`config.mk`:
```
export PLATFORM = sky130hd
export DESIGN_NAME = conv_window_mac
export DESIGN_NICKNAME = d
export VERILOG_FILES = /design/src/rtl/conv_pkg.sv /design/src/rtl/conv_mac_lane.sv /design/src/rtl/conv_window_mac.sv
export SDC_FILE = /design/constraint.sdc
export NUM_CORES = 1
export LEC_CHECK = 0
export CAP_MARGIN = 0
export CORE_MARGIN = 5
export CORE_UTILIZATION = 70
export CTS_CLUSTER_DIAMETER = 100
export CTS_CLUSTER_SIZE = 10
export DETAILED_ROUTE_END_ITERATION = 6
export DONT_BUFFER_PORTS = 1
export HOLD_SLACK_MARGIN = 0.02
export PLACE_DENSITY = 0.85
export SETUP_SLACK_MARGIN = 0.1
export SLEW_MARGIN = 5
export SYNTH_ARGS = -nofsm -noshare
export SYNTH_HDL_FRONTEND = slang
export SYNTH_SLANG_ARGS = --single-unit
```
`constraint.sdc`:
```
create_clock -name clk -period 19.7 [get_ports clk]
set_input_delay 4.925 -clock clk [delete_from_list [all_inputs] [get_ports clk]]
set_output_delay 4.925 -clock clk [all_outputs]
set_load 0.03 [all_outputs]
```
`src/rtl/conv_pkg.sv`:
```
// Shared definitions for the convolution window MAC: FSM state encoding,
// index-width helper and the product sign/zero-extension function.
package conv_pkg;

  typedef enum logic [1:0] {
    IDLE = 2'd0,
    RUN  = 2'd1,
    HOLD = 2'd2
  } conv_state_t;

  // Widest accumulator the extension helper can serve.
  localparam int CONV_MAX_W = 64;

  // Index width for the default 5x5 window.
  localparam int CONV_IDX_W_DEF = $clog2(5 * 5);

  // Bits needed to address N window elements (at least one bit).
  function automatic int conv_idx_w(input int n);
    return (n < 2) ? 1 : $clog2(n);
  endfunction

  // Extend a prod_w-bit product held in the low bits of prod to the full
  // CONV_MAX_W width: sign-extend when sgn is set, zero-extend otherwise.
  function automatic logic [CONV_MAX_W-1:0] conv_extend(
    input logic [CONV_MAX_W-1:0] prod,
    input int                    prod_w,
    input logic                  sgn
  );
    logic [CONV_MAX_W-1:0] r;
    r = prod;
    for (int i = 0; i < CONV_MAX_W; i++) begin
      if (i >= prod_w) r[i] = sgn & prod[prod_w-1];
    end
    return r;
  endfunction

endpackage

```
`src/rtl/conv_mac_lane.sv`:
```
// One multiply lane: DATA_W x DATA_W product, extended to ACC_W according
// to the captured signed/unsigned mode.
module conv_mac_lane
  import conv_pkg::*;
#(
  parameter int DATA_W = 8,
  parameter int ACC_W  = 32
) (
  input  logic [DATA_W-1:0] a,
  input  logic [DATA_W-1:0] b,
  input  logic              signed_mode,
  output logic [ACC_W-1:0]  prod_ext
);

  logic signed [2*DATA_W-1:0] a_x;
  logic signed [2*DATA_W-1:0] b_x;
  logic signed [2*DATA_W-1:0] prod_s;

  // Operands are widened by mode so a single multiplier serves both modes;
  // the low 2*DATA_W bits of the product are exact in either case.
  assign a_x    = {{DATA_W{signed_mode & a[DATA_W-1]}}, a};
  assign b_x    = {{DATA_W{signed_mode & b[DATA_W-1]}}, b};
  assign prod_s = a_x * b_x;

  assign prod_ext = ACC_W'(conv_extend(CONV_MAX_W'($unsigned(prod_s)), 2 * DATA_W, signed_mode));

endmodule

```
`src/rtl/conv_window_mac.sv`:
```
// Sequential K x K convolution window multiply-accumulate engine.
// Snapshots a window on start, accumulates LANES products per cycle onto a
// bias, and presents the result on a valid/ready output.
// Optional feature: define CONV_WINDOW_RELU_EN to present ReLU(result) in
// signed mode (the accumulator itself is left untouched).
module conv_window_mac
  import conv_pkg::*;
#(
  parameter int K      = 5,
  parameter int DATA_W = 8,
  parameter int ACC_W  = 32,
  parameter int LANES  = 1
) (
  input  logic                             clk,
  input  logic                             rst_n,
  input  logic                             start,
  input  logic                             signed_mode,
  input  logic [K-1:0][K-1:0][DATA_W-1:0]  inputs,
  input  logic [K-1:0][K-1:0][DATA_W-1:0]  weights,
  input  logic [ACC_W-1:0]                 bias,
  output logic                             busy,
  output logic [ACC_W-1:0]                 out_data,
  output logic                             out_valid,
  input  logic                             out_ready
);

  localparam int N     = K * K;
  localparam int IDX_W = conv_idx_w(N);

  if (LANES < 1 || (N % LANES) != 0) begin : g_lanes_chk
    $error("conv_window_mac: LANES must divide K*K");
  end
  if (ACC_W < 2 * DATA_W || ACC_W > CONV_MAX_W) begin : g_acc_chk
    $error("conv_window_mac: ACC_W must be in [2*DATA_W, 64]");
  end

  conv_state_t state_q, state_d;
  logic        capture;
  logic        step;
  logic        last_group;

  // Flat row-major view: element e sits at row e/K, column e%K, which is
  // exactly the bit layout of the packed [K][K] window ports.
  logic [N-1:0][DATA_W-1:0] act_q;
  logic [N-1:0][DATA_W-1:0] wgt_q;
  logic                     mode_q;
  logic [ACC_W-1:0]         acc_q;
  logic [IDX_W-1:0]         idx_q;

  logic [DATA_W-1:0] lane_a    [LANES];
  logic [DATA_W-1:0] lane_b    [LANES];
  logic [ACC_W-1:0]  lane_prod [LANES];
  logic [ACC_W-1:0]  group_sum;

  assign last_group = (idx_q == IDX_W'(N - LANES));

  for (genvar gl = 0; gl < LANES; gl++) begin : g_lane
    assign lane_a[gl] = act_q[idx_q + IDX_W'(gl)];
    assign lane_b[gl] = wgt_q[idx_q + IDX_W'(gl)];

    conv_mac_lane #(
      .DATA_W (DATA_W),
      .ACC_W  (ACC_W)
    ) u_lane (
      .a           (lane_a[gl]),
      .b           (lane_b[gl]),
      .signed_mode (mode_q),
      .prod_ext    (lane_prod[gl])
    );
  end

  // Sum of this cycle's lane products, wrapping in ACC_W.
  always_comb begin
    group_sum = '0;
    for (int l = 0; l < LANES; l++) begin
      group_sum = group_sum + lane_prod[l];
    end
  end

  // FSM state register.
  always_ff @(posedge clk or negedge rst_n) begin
    if (!rst_n) state_q <= IDLE;
    else        state_q <= state_d;
  end

  // Next-state logic: accept a window in IDLE or on a HOLD handshake,
  // step through groups in RUN, park in HOLD until the result is taken.
  always_comb begin
    state_d = state_q;
    capture = 1'b0;
    step    = 1'b0;
    unique case (state_q)
      IDLE: begin
        if (start) begin
          capture = 1'b1;
          state_d = RUN;
        end
      end
      RUN: begin
        step = 1'b1;
        if (last_group) state_d = HOLD;
      end
      HOLD: begin
        if (out_ready) begin
          if (start) begin
            capture = 1'b1;
            state_d = RUN;
          end else begin
            state_d = IDLE;
          end
        end
      end
      default: state_d = IDLE;
    endcase
  end

  // Window snapshot and accumulation; the index wraps to 0 on the last
  // group so it never addresses past the window while in HOLD.
  always_ff @(posedge clk or negedge rst_n) begin
    if (!rst_n) begin
      act_q  <= '0;
      wgt_q  <= '0;
      mode_q <= 1'b0;
      acc_q  <= '0;
      idx_q  <= '0;
    end else if (capture) begin
      act_q  <= inputs;
      wgt_q  <= weights;
      mode_q <= signed_mode;
      acc_q  <= bias;
      idx_q  <= '0;
    end else if (step) begin
      acc_q  <= acc_q + group_sum;
      idx_q  <= last_group ? '0 : idx_q + IDX_W'(LANES);
    end
  end

  assign busy      = (state_q != IDLE);
  assign out_valid = (state_q == HOLD);

`ifdef CONV_WINDOW_RELU_EN
  function automatic logic [ACC_W-1:0] relu(input logic [ACC_W-1:0] v, input logic sgn);
    return (sgn && v[ACC_W-1]) ? '0 : v;
  endfunction

  assign out_data = relu(acc_q, mode_q);
`else
  assign out_data = acc_q;
`endif

endmodule

```
==> flow_summary.toml <==
[routing]
vias = 18829
highest_layer = "met5"
via_per_inst = 6.28
post_drt_wl_per_cell_um = 23.2
routed_wl_um = 69600
met2_length_um = 33200
route.detailed.drc = 0
wl_met1_um = 26200
dr.pass1.iters = 6
wl_met3_um = 6720
drt_iter0_drc = 1915
antenna_left = 0

[yosys]
synth_top_family_by_area = "simple AND/OR/NAND/NOR gates"
synth_compound_area_share_pct = 4.48
async_flop_share_pct = 100
synthesis.area_um2 = 24000
synth-adder-area-share_pct = 8.01
synth_edf_count = 0
synth_cells = 2626
synthMuxAreaShare_pct = 11.5
yosysWarnings = 0
synth-xor-area-share_pct = 1.55
synthSimpleGateAreaFrac_pct = 24.3
yosys.cell_types.count = 71
seq_area_frac_synth_pct = 45.9
syn-num-nets = 3178
synth_flop_cell = "dfrtp_1"
ys_seq_elements = 440
syn_area_per_cell_um2 = 9.13

[floorplan]
die_height_um = 195
die_w_um = 195
io_pins = 471
dieArea_um2 = 38100
fp.coreArea_um2 = 33700
fp-row-count = 67
initial_core_util_pct = 71.1

[cells_and_area]
num-fill-cells = 2411
area_growth_pct = 5.75
finalNetCount = 3096
seqCellArea_um2 = 11000
drive_gt1_share_pct = 7.62
multi_input_area_um2 = 12000

[clocking]
clk_path_buf_depth = 3
ctsHtreeMaxLevel = 2
insertion_delay_ps = 610
root_buffer = "clkbuf_16"
cts_resized = 0
hold_buffers = 0
cts_buffers = 49
cts.sinks = 440
cts_tree = "done"
path_clk_slew_ps = 60
post_cts_buffers = 0

[setup_path]
max_stage_delay_ps = 850
regToRegStartpoint = "idx_q[1]"
worst-path-max-fanout = 60
crit_type = "flop to flop"
r2r_slack_ps = 9570
cp_common_cell = "fa_1"
worstPathArrival_ps = 10610
start_kind = "flop"
r2r_cells = 28
required_ps = 20180
crit_slowest_cell = "dfrtp_4"
r2r_end = "out_data[20]"
worst_setup_path_end_kind = "flop"

[timing]
relSlewSlack_pct = -2.11
setup_viol = 0
max_slew.worst_pin.slew_ps = 1530
fmax_mhz = 98.7
rsz0062_at_grt = "false"
slew_viol_final = 91
final.setup.worst_slack_ps = 9570
period_share_pct = 51.4
fin_skew_ps = 22.1
finalSetupTns_ps = 0
period_needed_ps = 10130
hold_viol = 0
whs_ps = 469

[min_path]
hold_path.startpoint = "wgt_q[55]"
hold_depth = 2
hold_class = "flop to flop"
holdPathEnd = "wgt_q[55]"

[placement]
finalWeightedCongestion = 0.935
dp_hpwl_um = 49900
port_buffers = 0
dpl_worst_slack_ps = 9590

[global_routing]
grtUsageTotal_pct = 36.4
grt_pass1_wl_um = 109000
grt_pass1_vias = 19477
overflow = 0
grt_antenna_before_repair = 8
grt_max_degree = 441

[run]
maxCapViolations = 0

[run_status]
failed_checks = "slew limit"
status = "finished, violations left"
-- area by class of cell --
cell class | instances | share of cell area (%)
antenna | 6 | 0.0592
multi-input combinational | 1941 | 47.3
inverter | 99 | 1.47
sequential | 440 | 43.5
tap | 448 | 2.21
clock inverter | 2 | 0.183
timing repair buffer | 13 | 0.484
clock buffer | 51 | 4.87
-- registers in the layout, summed over array words and instances, names as in the netlist --
name      cells
act_q       200
wgt_q       200
out_data     32
idx_q         5
state_q       2
mode_q        1
-- layer usage --
| metal | vias to the layer above | track usage (%) |
|---|---|---|
| met5 | - | 0 |
| met4 | 4 | 16.7 |
| met3 | 206 | 8.87 |
| met2 | 1022 | 57.4 |
| met1 | 9313 | 48.7 |
| li1 | 8284 | - |
-- stage by stage --
stage	instance area [µm²]	std cells	util (%)
after floorplan	24000	2626	-
after global placement	24100	2941	71.4
after detailed placement	24100	2941	71.4
after CTS	25300	2994	75.2
after global routing	25400	3000	75.2
final	25400	3000	75.2
-- Yosys cell counts (8+ instances only) --
| library cell | count | area (µm²) |
|---|---|---|
| fa_1 | 64 | 1280 |
| nor2_1 | 83 | 312 |
| nand4_1 | 13 | 81.3 |
| clkbuf_1 | 117 | 439 |
| o21ai_0 | 52 | 260 |
| a21oi_1 | 35 | 175 |
| ha_1 | 51 | 638 |
| nand3_1 | 29 | 145 |
| inv_1 | 97 | 364 |
| mux4_2 | 104 | 2340 |
| nor3_1 | 12 | 60.1 |
| buf_2 | 10 | 50.1 |
| nor2b_1 | 8 | 50.1 |
| xnor2_1 | 28 | 245 |
| dfrtp_1 | 440 | 11000 |
| a31oi_1 | 9 | 56.3 |
| a22oi_1 | 10 | 75.1 |
| xor2_1 | 9 | 78.8 |
| buf_1 | 10 | 37.5 |
| nand2_1 | 1281 | 4810 |
| mux2i_1 | 33 | 330 |
-- logic make-up after synthesis --
logic type,count (synthesis)
xor+xnor,39
flops,440
simple gates,1477
fa+ha+maj,115
buf+inv,245
compound gates,166
mux,144
-- layout by cell type (no fill, tap or decap), types with 12 or more instances in the layout --
master	n
nand2_1	1281
nand4_1	13
dfrtp_1	436
xnor2_1	28
nor2_1	83
nand3_1	29
o21ai_0	52
mux4_2	104
fa_1	64
inv_1	97
clkbuf_16	49
a21oi_1	35
ha_1	51
mux2i_1	33
nor3_1	12
-- critical path, delay by kind of cell (launching register included) --
kind                     cells  cell delay, ps
buffers and inverters        5            1050
AO/OA/AOI/OAI                6            1790
multiplexers                 4            1830
adder cells (fa/ha/maj)      7            3170
XOR/XNOR                     2             500
flip-flops                   1             850
AND/OR/NAND/NOR              4             740
-- worst max path at each step --
stage | from | slack [ps] | end | cells past startpoint
3_3_place_gp | idx_q[0] | 9840 | out_data[20] | 28
3_5_place_dp | idx_q[0] | 9590 | out_data[31] | 28
2_1_floorplan | idx_q[0] | 10840 | out_data[31] | 31
5_1_grt | idx_q[0] | 8890 | out_data[20] | 28
6_report | idx_q[1] | 9570 | out_data[20] | 28
4_1_cts | idx_q[0] | 9560 | out_data[31] | 28
Power is left out: the tool's default activity adds up to more than one toggle a clock period on the data nets, which glitch-free logic cannot reach.
